--- src/rtl/easy_fifo_pkg.sv ---
// Shared types and width helpers for the async FIFO write-side front end.
// Default geometry plus the packed layout of a wide FIFO word.
package easy_fifo_pkg;

    localparam int IN_WIDTH_DEF  = 64;
    localparam int RATIO_DEF     = 4;
    localparam int DEPTH_DEF     = 4;
    localparam int AF_MARGIN_DEF = 1;

    function automatic int aw_f(input int depth);
        return $clog2(depth);
    endfunction

    function automatic int lw_f(input int ratio);
        return $clog2(ratio);
    endfunction

    localparam int AWIDTH = aw_f(DEPTH_DEF);
    localparam int LW     = lw_f(RATIO_DEF);

    typedef struct packed {
        logic                            last;
        logic [LW-1:0]                   cnt_m1;
        logic [IN_WIDTH_DEF*RATIO_DEF-1:0] lanes;
    } wr_word_t;

endpackage

--- src/rtl/gray2bin.sv ---
// Gray-code to binary converter.
// Each binary bit is the XOR of all gray bits at or above it.
module gray2bin #(
    parameter int SIZE = 4
) (
    input  logic [SIZE-1:0] gray,
    output logic [SIZE-1:0] bin
);

    always_comb begin
        bin = '0;
        for (int i = 0; i < SIZE; i++) begin
            bin[i] = ^(gray >> i);
        end
    end

endmodule

--- src/rtl/async_wr_packer.sv ---
// Packs RATIO narrow stream beats into one wide FIFO word and drives the
// write controller; also tracks write-side fill level and almost-full.
module async_wr_packer
    import easy_fifo_pkg::*;
#(
    parameter int IN_WIDTH  = IN_WIDTH_DEF,
    parameter int RATIO     = RATIO_DEF,
    parameter int DEPTH     = DEPTH_DEF,
    parameter int AF_MARGIN = AF_MARGIN_DEF
) (
    input  logic                                  wr_clk,
    input  logic                                  rst,
    input  logic                                  s_tvalid,
    output logic                                  s_tready,
    input  logic [IN_WIDTH-1:0]                   s_tdata,
    input  logic                                  s_tlast,
    output logic                                  wr_en,
    output logic [IN_WIDTH*RATIO+lw_f(RATIO):0]   wr_data,
    input  logic                                  wr_full,
    input  logic [aw_f(DEPTH):0]                  wr_ptr,
    input  logic [aw_f(DEPTH):0]                  rd_ptr_wsync,
    output logic [aw_f(DEPTH):0]                  wr_level,
    output logic                                  almost_full
);

    localparam int AW = aw_f(DEPTH);
    localparam int LWD = lw_f(RATIO);
    localparam int LANES_W = IN_WIDTH * RATIO;
    localparam int WORD_W = LANES_W + LWD + 1;
    localparam logic [AW:0] AF_TH = (AW+1)'(DEPTH - AF_MARGIN);
    localparam logic [LWD-1:0] LAST_LANE = LWD'(RATIO - 1);

    logic [LWD-1:0]     lane_cnt_q, lane_cnt_d;
    logic [LANES_W-1:0] lanes_q, lanes_d, lanes_ins;
    logic               pend_valid_q, pend_valid_d;
    logic [WORD_W-1:0]  pend_q, pend_d;
    logic [AW:0]        level_q, level_d;
    logic               af_q, af_d;
    logic [AW:0]        wr_bin, rd_bin;
    logic               accept, complete;

    gray2bin #(.SIZE(AW + 1)) u_wr_g2b (
        .gray (wr_ptr),
        .bin  (wr_bin)
    );

    gray2bin #(.SIZE(AW + 1)) u_rd_g2b (
        .gray (rd_ptr_wsync),
        .bin  (rd_bin)
    );

    assign s_tready = ~rst & (~pend_valid_q | ~wr_full);
    assign wr_en    = pend_valid_q & ~wr_full & ~rst;
    assign accept   = s_tvalid & s_tready;
    assign complete = accept & ((lane_cnt_q == LAST_LANE) | s_tlast);

    always_comb begin
        lanes_ins = lanes_q;
        for (int i = 0; i < RATIO; i++) begin
            if (lane_cnt_q == LWD'(i)) begin
                lanes_ins[i*IN_WIDTH +: IN_WIDTH] = s_tdata;
            end
        end
    end

    // A drain and a fresh completion in the same cycle reload without a bubble
    always_comb begin
        lane_cnt_d   = lane_cnt_q;
        lanes_d      = lanes_q;
        pend_valid_d = pend_valid_q;
        pend_d       = pend_q;
        if (wr_en) begin
            pend_valid_d = 1'b0;
        end
        if (complete) begin
            lane_cnt_d   = '0;
            lanes_d      = '0;
            pend_valid_d = 1'b1;
            pend_d       = {s_tlast, lane_cnt_q, lanes_ins};
        end else if (accept) begin
            lane_cnt_d = lane_cnt_q + 1'b1;
            lanes_d    = lanes_ins;
        end
    end

    always_comb begin
        level_d = wr_bin - rd_bin;
        af_d    = (level_d >= AF_TH);
    end

    always_ff @(posedge wr_clk) begin
        if (rst) begin
            lane_cnt_q   <= '0;
            lanes_q      <= '0;
            pend_valid_q <= 1'b0;
            pend_q       <= '0;
            level_q      <= '0;
            af_q         <= 1'b0;
        end else begin
            lane_cnt_q   <= lane_cnt_d;
            lanes_q      <= lanes_d;
            pend_valid_q <= pend_valid_d;
            pend_q       <= pend_d;
            level_q      <= level_d;
            af_q         <= af_d;
        end
    end

    assign wr_data     = pend_q;
    assign wr_level    = level_q;
    assign almost_full = af_q;

endmodule

--- config.mk ---
export PLATFORM = sky130hd
export DESIGN_NAME = async_wr_packer
export DESIGN_NICKNAME = d
export VERILOG_FILES = /design/src/rtl/easy_fifo_pkg.sv /design/src/rtl/gray2bin.sv /design/src/rtl/async_wr_packer.sv
export SDC_FILE = /design/constraint.sdc
export NUM_CORES = 1
export LEC_CHECK = 0
export BUFFER_PORTS_ARGS = -buffer_cell sky130_fd_sc_hd__buf_2
export CAP_MARGIN = 25
export CELL_PAD_IN_SITES_DETAIL_PLACEMENT = 1
export CELL_PAD_IN_SITES_GLOBAL_PLACEMENT = 2
export CORE_AREA = 2 2 193 337
export DETAILED_ROUTE_END_ITERATION = 10
export DIE_AREA = 0 0 195 339
export PLACE_DENSITY_LB_ADDON = 0.1
export SYNTH_ARGS = -nofsm -noshare
export SYNTH_HDL_FRONTEND = slang
export SYNTH_HIERARCHICAL = 1
export SYNTH_SLANG_ARGS = --single-unit
--- constraint.sdc ---
create_clock -name wr_clk -period 2 [get_ports wr_clk]
set_input_delay 0.2 -clock wr_clk [delete_from_list [all_inputs] [get_ports wr_clk]]
set_output_delay 0.2 -clock wr_clk [all_outputs]
set_load 0.01 [all_outputs]
=== After elaboration in Yosys (flattened, before gate mapping) ===
Cells that the tools add are included.

* Equality and inequality tests: 3
* Multiplexer cells: 6
* Reductions and logical operators: 9
* Bitwise logic cells: 10
* $add $sub $neg: 2
* Magnitude comparators: 1

{| class="wikitable"
|+ Operators with widths
! operator !! count
|-
| $mux 64 || 4
|-
| $reduce_xor 3->1 || 6
|-
| $and 1x1->1 || 5
|-
| $eq 2x2->1 const B || 2
|-
| $ge 3x2->1 const B || 1
|-
| $not 1->1 || 3
|-
| $sub 3x3->3 || 1
|-
| $add 2x1->2 const B || 1
|-
| $eq 2x1->1 const B || 1
|-
| $logic_not 2->1 || 1
|-
| $mux 1 || 2
|-
| $or 1x1->1 || 2
|-
| $reduce_bool 2->1 || 1
|-
| $reduce_or 2->1 || 1
|}

* Bits of input ports: 75
* Logic and storage cells: 37
* Output and inout port bits: 265
* Register bits: 522

=== Logic depth before layout (Yosys ltp) ===
Gate-level depths: netlist of the first run.

* Word-level depth: 6
* Depth in mapped cells: 9

=== Hierarchy ===
The synthesis of the first run kept the hierarchy.

{| class="wikitable"
|+ By module, submodules not included
! module !! cells an instance !! times used !! area an instance (um2) !! sequential area each (um2)
|-
| async_wr_packer || 2,294 || 1 || 22,492.8 || 10,450.0
|-
| gray2bin || 3 || 2 || 40.0 || 0.0
|}

=== Worst setup path after synthesis of the first run ===
No wires, ideal clock.

* Path type: input to register
* Start: input port wr_ptr[1]
* End: register af_q (netlist: almost_full)
* Path slack: 0.190 ns
* Cell stages on the path: 8
* Buffers on the path: 0
* Data arrival time: 1.696 ns
* Required time: 1.886 ns
* Path through: xor3_1 > inv_1 > ha_1 > inv_1 > fa_1 > xor3_1 > nor2_1 > a21o_1

* Word-level cells in the longest chain between the ends: 3
* Elaborated cells on any way between the ends: 4
* Classes of those cells: add/sub: 1; order compare: 1; reduce/logical: 2

{| class="wikitable"
|+ RTL lines
! what !! RTL line !! text
|-
| start: declaration || async_wr_packer.sv:20 || <nowiki>input logic [aw_f(DEPTH):0] wr_ptr,</nowiki>
|-
| $reduce_xor 3->1 || gray2bin.sv:13 || <nowiki>bin[i] = ^(gray >> i);</nowiki>
|-
| $sub 3x3->3 (*) || async_wr_packer.sv:87 || <nowiki>level_d = wr_bin - rd_bin;</nowiki>
|-
| $ge 3x2->1 (*) || async_wr_packer.sv:88 || <nowiki>af_d = (level_d >= AF_TH);</nowiki>
|-
| end signal: assignment || async_wr_packer.sv:98 || <nowiki>af_q <= 1'b0;</nowiki>
|-
| end signal: assignment || async_wr_packer.sv:105 || <nowiki>af_q <= af_d;</nowiki>
|-
| end: declaration || async_wr_packer.sv:38 || <nowiki>logic af_q, af_d;</nowiki>
|}

Mark *: on every way between the ends. The rest lies on a longest branch, timed or not.
A chain may end at the register's enable or synchronous reset.

=== Worst setup path after layout of the first run ===
* Start: register pend_valid_q
* End: output port s_tready

* Word-level cells in the longest chain between the ends: 3

{| class="wikitable"
|+ RTL lines
! what !! RTL line !! text
|-
| start: declaration || async_wr_packer.sv:35 || <nowiki>logic pend_valid_q, pend_valid_d;</nowiki>
|-
| start signal: assignment || async_wr_packer.sv:102 || <nowiki>pend_valid_q <= pend_valid_d;</nowiki>
|-
| $not 1->1 || async_wr_packer.sv:52 || <nowiki>assign s_tready = ~rst & (~pend_valid_q | ~wr_full);</nowiki>
|-
| $or 1x1->1 || async_wr_packer.sv:52 ||
|-
| $and 1x1->1 || async_wr_packer.sv:52 ||
|-
| end: declaration || async_wr_packer.sv:14 || <nowiki>output logic s_tready,</nowiki>
|}

No other way between the ends.

==> results of run 1 <==
repair_timing:
action / CTS / global route
hold endpoints to repair: 256 / 0
resized for setup: 1 / 2
gates cloned: 1 / 0
endpoints found under the setup margin: 1 / 96
hold buffers: 67 / 0
cell type report:
cell class              instances  area, um^2  share of cell area
repair buffers                491        3600               0.132
inverters                      11        61.3             0.00225
well taps                     806        1010              0.0370
clock buffers                  82        1590              0.0581
clock inverters                 9         125             0.00459
flip-flops and latches        522       10500               0.383
multi-input cells            1391       10400               0.383
sequential cells by signal, indices dropped and copies added, names as in the netlist:
register,flops
almost_full,1
lane_cnt_q,2
lanes_q,256
pend_valid_q,1
wr_data,259
wr_level,3
placed cells by master, fill, tap and decap left out, types with 3 or more instances in the layout:
master / Yosys / final
a211oi_1: 73 / 73
clkbuf_8: 0 / 15
clkinv_2: 0 / 8
inv_1: 6 / 5
dfxtp_1: 522 / 520
xor3_1: 3 / 3
bufinv_16: 0 / 3
buf_12: 0 / 43
buf_4: 2 / 41
a31oi_1: 73 / 73
o31ai_1: 258 / 258
nand4_1: 258 / 258
o2bb2ai_1: 183 / 183
a21oi_1: 251 / 251
buf_2: 98 / 337
clkbuf_1: 141 / 14
a21oi_2: 10 / 10
mux2i_1: 256 / 256
ha_4: 0 / 4
nor2_1: 3 / 3
clkbuf_16: 0 / 53
dlygate4sd3_1: 0 / 67
cells by family after synthesis:
family / Yosys count
buffers and inverters: 387
muxes: 256
adders and majority gates: 6
DFF: 522
xor gates and xnor gates: 5
AOI/OAI and AO/OA: 855
and+or+nand+nor: 269
where the power goes:
part | internal (W) | switching [W]
Clock | 0.00579 | 0.00428
Combinational | 0.000820 | 0.00170
Sequential | 0.0106 | 0.000129
Total | 0.0172 | 0.00611
final timing paths:
check                                  start            to  slack [ps]  cells past startpoint
worst max-delay path            pend_valid_q      s_tready          50                      4
worst min register to register  wr_data[138]  wr_data[138]         460                      1
worst max register to register  pend_valid_q  lanes_q[151]         130                      4
worst min-delay path             s_tdata[63]  lanes_q[255]          30                      3
worst max-delay path: cells and delay by family, from the launching register on:
family	cells	cell delay (ps)
DFF	1	330
buffers and inverters	3	540
AOI/OAI and AO/OA	1	260
through the flow:
step / setup TNS, ps / cell area, um^2 / hold slack, ps / power (W) / std cells
2_1_floorplan: 0 / 22600 / 354 / 0.0124 / 2300
3_3_place_gp: -58.3 / 24900 / 440 / 0.0133 / 3153
3_5_place_dp: -45.4 / 24900 / 443 / 0.0134 / 3153
4_1_cts: 0 / 27300 / 11.1 / 0.0236 / 3312
5_1_grt: 0 / 27300 / 27.9 / 0.0242 / 3312
6_report: 0 / 27300 / 32.8 / 0.0233 / 3312
layer usage:
metal  wire [um]  vias up  track usage
met4        1760        0       0.0600
li1            -     9231            -
met5           0        -            0
met1       36400    10205        0.314
met3        3610       91       0.0356
met2       41300      450        0.428
==> impl_metrics.ini, run 1 <==
[placed_design]
hpwl_um = 50500
port_buffers = 339
dp_slack_ps = -45.4
gp_congestion = 0.747

[worst_setup_path]
cp.required_ps = 1800
cp_cell_sequence = a21o_4, inv_8, buf_16, buf_2
crit_slowest_cell = dfxtp_1
critPathKind = flip-flop to output port
path_max_fanout = 26
slowest_delay_ps = 330
startpoint_type = flip-flop
cp_data_arrival_time_ps = 1750
endpoint_kind = output port

[drt]
num_vias = 19977
wire_per_inst_um = 25.1
drtPass1Iterations = 5
routed_wl_um = 83100
via_per_inst = 6.03
first_iter_violations = 1046
ant_nets = 0
drc_errors = 0

[pwr]
ir_drop_v = 0.000552
power.density_nw_per_um2 = 854
leakage_nw = 9.58

[sta]
worst_slack_ps = 52.2
setup_violations = 0
min_period_ps = 1950
fmax_mhz = 513
hold_viol = 0
clock-skew-final_ps = 17.5
maxSlewHeadroom = 0.314
rsz0062_at_grt = false
finalCritPeriodShare = 0.974
slew_violations = 0
tightest_slew_ps = 1030

[cells_and_area]
diodes = 0
drive_gt1_frac = 0.211
fillers = 7002
areaGrowthSynthToFinish_pct = 20.9
fin_nets = 2550
finalCoreUtilization = 0.432

[floorplan]
fp-row-count = 122
die_h_um = 339
initial_core_util = 0.357
die_area_um2 = 66100
core_area_um2 = 63200
io_pins = 340
dieWidth_um = 195

[synth]
synth_top_area_share = 0.463
synthSimpleGateAreaFrac = 0.0742
yosysSeqAreaShare = 0.463
synth_xor_area_frac = 0.00394
synth.most_common_cell = dfxtp_1
yosys-top-cells-count = dfxtp_1, nand4_1, o31ai_1, mux2i_1, a21oi_1
synth_area_per_cell_um2 = 9.81
synth_nets = 2381
synth_ff_type = dfxtp_1
synth_edf_count = 0
ys_ff_latch = 522
synth-compound-area-share = 0.263
synth.mux.area_fraction = 0.114
synth_area_um2 = 22600
synth_cells = 2300
synth_fa_ha_area_frac = 0.00366
synth_top_family_by_area = compound AO/OA/AOI/OAI gates
synth_area_leaders = dfxtp_1, mux2i_1, o31ai_1
synth-async-reset-ratio = 0
yosysWarnings = 6
yosysTopAreaCell = dfxtp_1
synth.distinct_cells = 32

[global_routing]
grt_max_degree = 178
grt_util_all_layers = 0.244
grt_overflow = 0
first_global_vias = 21058
grt_first_pass_wirelength_um = 130000
antenna_found_initial = 0

[outcome]
status = finished, final reports clean

[clock_network]
cts_setup_buffers = 0
cts_root_buf = clkbuf_16
cts_buffer_depth = 3
clk-insertion-delay-late_ps = 590
clock_sinks = 522
htree_levels = 2
cts_buffers = 52
clk_pin_slew_worst_paths_ps = 60
cts_tree = built

[worst_hold_path]
hold_path.class = primary input to flip-flop

[job]
max_cap_violations = 0
(Power assumes the default switching activity.)
==> inputs of run 2 (changes only) <==
CORE_AREA = 2 2 303 215   (was 2 2 193 337)
DIE_AREA = 0 0 305 217   (was 0 0 195 339)
==> run 2 against run 1 <==
Die area increased by 0.12%. Final cell count increased by 0.85%. Flip-flop and latch count unchanged. Via count increased by 0.34%. Hold slack improved by 7.5 ps. Setup slack got worse by 42 ps. Total power increased by 2.9%. Clock-buffer cell count decreased by 1. Non-clock buffer count decreased by 13. Critical path type is now primary input to flip-flop. Highest routed layer is now met5.
==> impl_metrics.ini, run 2 (synthesis results as in run 1) <==
[drt]
routed_wl_um = 82400
via_per_inst = 6.00
drc_errors = 0
ant_nets = 0
drtPass1Iterations = 5
first_iter_violations = 1174
num_vias = 20045
wire_per_inst_um = 24.7

[cells_and_area]
layout_commonest_cell = dfxtp_1
fillers = 6997
multi_input_area_um2 = 10500
final_area_um2 = 27400
largest_reg_flops = 259
final_cell_mix = dfxtp_1, buf_2, o31ai_1, nand4_1, mux2i_1
drive_gt1_frac = 0.209
areaGrowthSynthToFinish_pct = 21.6
seq_area_um2 = 10500
fin_nets = 2540

[worst_hold_path]
whs_path_depth = 3
min_to = wr_level[2]
hold_path.class = primary input to flip-flop
hp-start = rd_ptr_wsync[2]

[clock_network]
clk-insertion-delay-late_ps = 610
cts_buffers = 54
clk_pin_slew_worst_paths_ps = 60
cts_root_buf = clkbuf_16
htree_levels = 2
clock_sinks = 522
cts_tree = built
cts_buffer_depth = 3

[pwr]
ir_drop_v = 0.000475
power.density_nw_per_um2 = 874
power_w = 0.0240
leakage_nw = 9.63

[sta]
fmax_mhz = 502
finalCritPeriodShare = 0.995
hold_viol = 0
clock-skew-final_ps = 17.6
maxSlewHeadroom = 0.431
rsz0062_at_grt = true
worst_slack_ps = 9.78
setup_violations = 0
tightest_slew_ps = 853
min_period_ps = 1990
slew_violations = 0

[floorplan]
dieWidth_um = 305
die_area_um2 = 66200
fp-row-count = 78
die_h_um = 217
core_area_um2 = 63700
initial_core_util = 0.354
io_pins = 340

[placed_design]
gp_congestion = 0.766
port_buffers = 339
dp_slack_ps = -47.4
hpwl_um = 47300
postPlaceCellArea_um2 = 24800

[worst_setup_path]
reg2reg_slack_ps = 100
r2r_cells = 6
startpoint_type = primary input
critPathKind = primary input to flip-flop
cp.required_ps = 2520
slowest_delay_ps = 570
crit_slowest_cell = dlygate4sd3_1
r2r-start = pend_valid_q
cp_cell_sequence = dlygate4sd3_1, buf_8, inv_8, buf_12, o31ai_1, a21oi_1
path_max_fanout = 126
endpoint_kind = flip-flop
r2r-end = lanes_q[53]
cp_data_arrival_time_ps = 2510

[global_routing]
grt_first_pass_wirelength_um = 126000
grt_max_degree = 153
first_global_vias = 20555
antenna_found_initial = 3
grt_util_all_layers = 0.238
grt_overflow = 0

[outcome]
status = finished, final reports clean

[job]
max_cap_violations = 0
-- run 2: per-stage QoR --
step | cells | hold slack (ps) | util | TNS (ps)
after CTS | 3337 | 3.36 | 0.430 | 0
after floorplan | 2300 | 354 | - | 0
final | 3340 | 40.3 | 0.431 | 0
after detailed placement | 3172 | 443 | 0.389 | -47.4
after global routing | 3340 | 38.4 | 0.431 | -1.99
after global placement | 3172 | 439 | 0.389 | -53.2
-- run 2: routing by layer --
metal	up-vias	routed length, um	track usage
li1	9250	-	-
met1	10250	39700	0.337
met2	460	37600	0.382
met3	83	3650	0.0353
met4	2	1430	0.0550
met5	-	13	0
-- run 2: report_power, final --
part | switching [W] | internal [W]
clock network | 0.00435 | 0.00639
logic | 0.00169 | 0.000808
registers | 0.000143 | 0.0106
-- run 2: area by class of cell --
cell class              count  share of cell area
diodes                      1           0.0000912
clock buffers              81              0.0596
clock inverters            15             0.00839
inverters                  11             0.00223
multi-input cells        1392               0.381
flip-flops and latches    522               0.381
well taps                 840              0.0383
repair buffers            478               0.129
-- run 2: how the worst max path moves through the flow --
stage	slack (ps)	end	start
2_1_floorplan	190	almost_full	wr_ptr[1]
3_3_place_gp	-50	almost_full	wr_ptr[1]
3_5_place_dp	-50	almost_full	wr_ptr[1]
4_1_cts	40	wr_data[170]	lane_cnt_q[0]
5_1_grt	-2	wr_data[40]	lane_cnt_q[0]
6_report	10	lanes_q[194]	s_tvalid
-- run 2: what timing repair did --
action                                  4_1_cts  5_1_grt
hold buffers                                 67        0
pin swaps                                     0        1
endpoints found under the setup margin        1      144
cloned                                        2        2
gates resized for setup                       1        1
setup buffers                                 0        0
endpoints found under the hold margin       319        0
-- run 2: worst max-delay path, delay by kind of cell --
family	cells	cell delay (ps)
AOI/OAI and AO/OA	2	450
buffers and inverters	4	1620
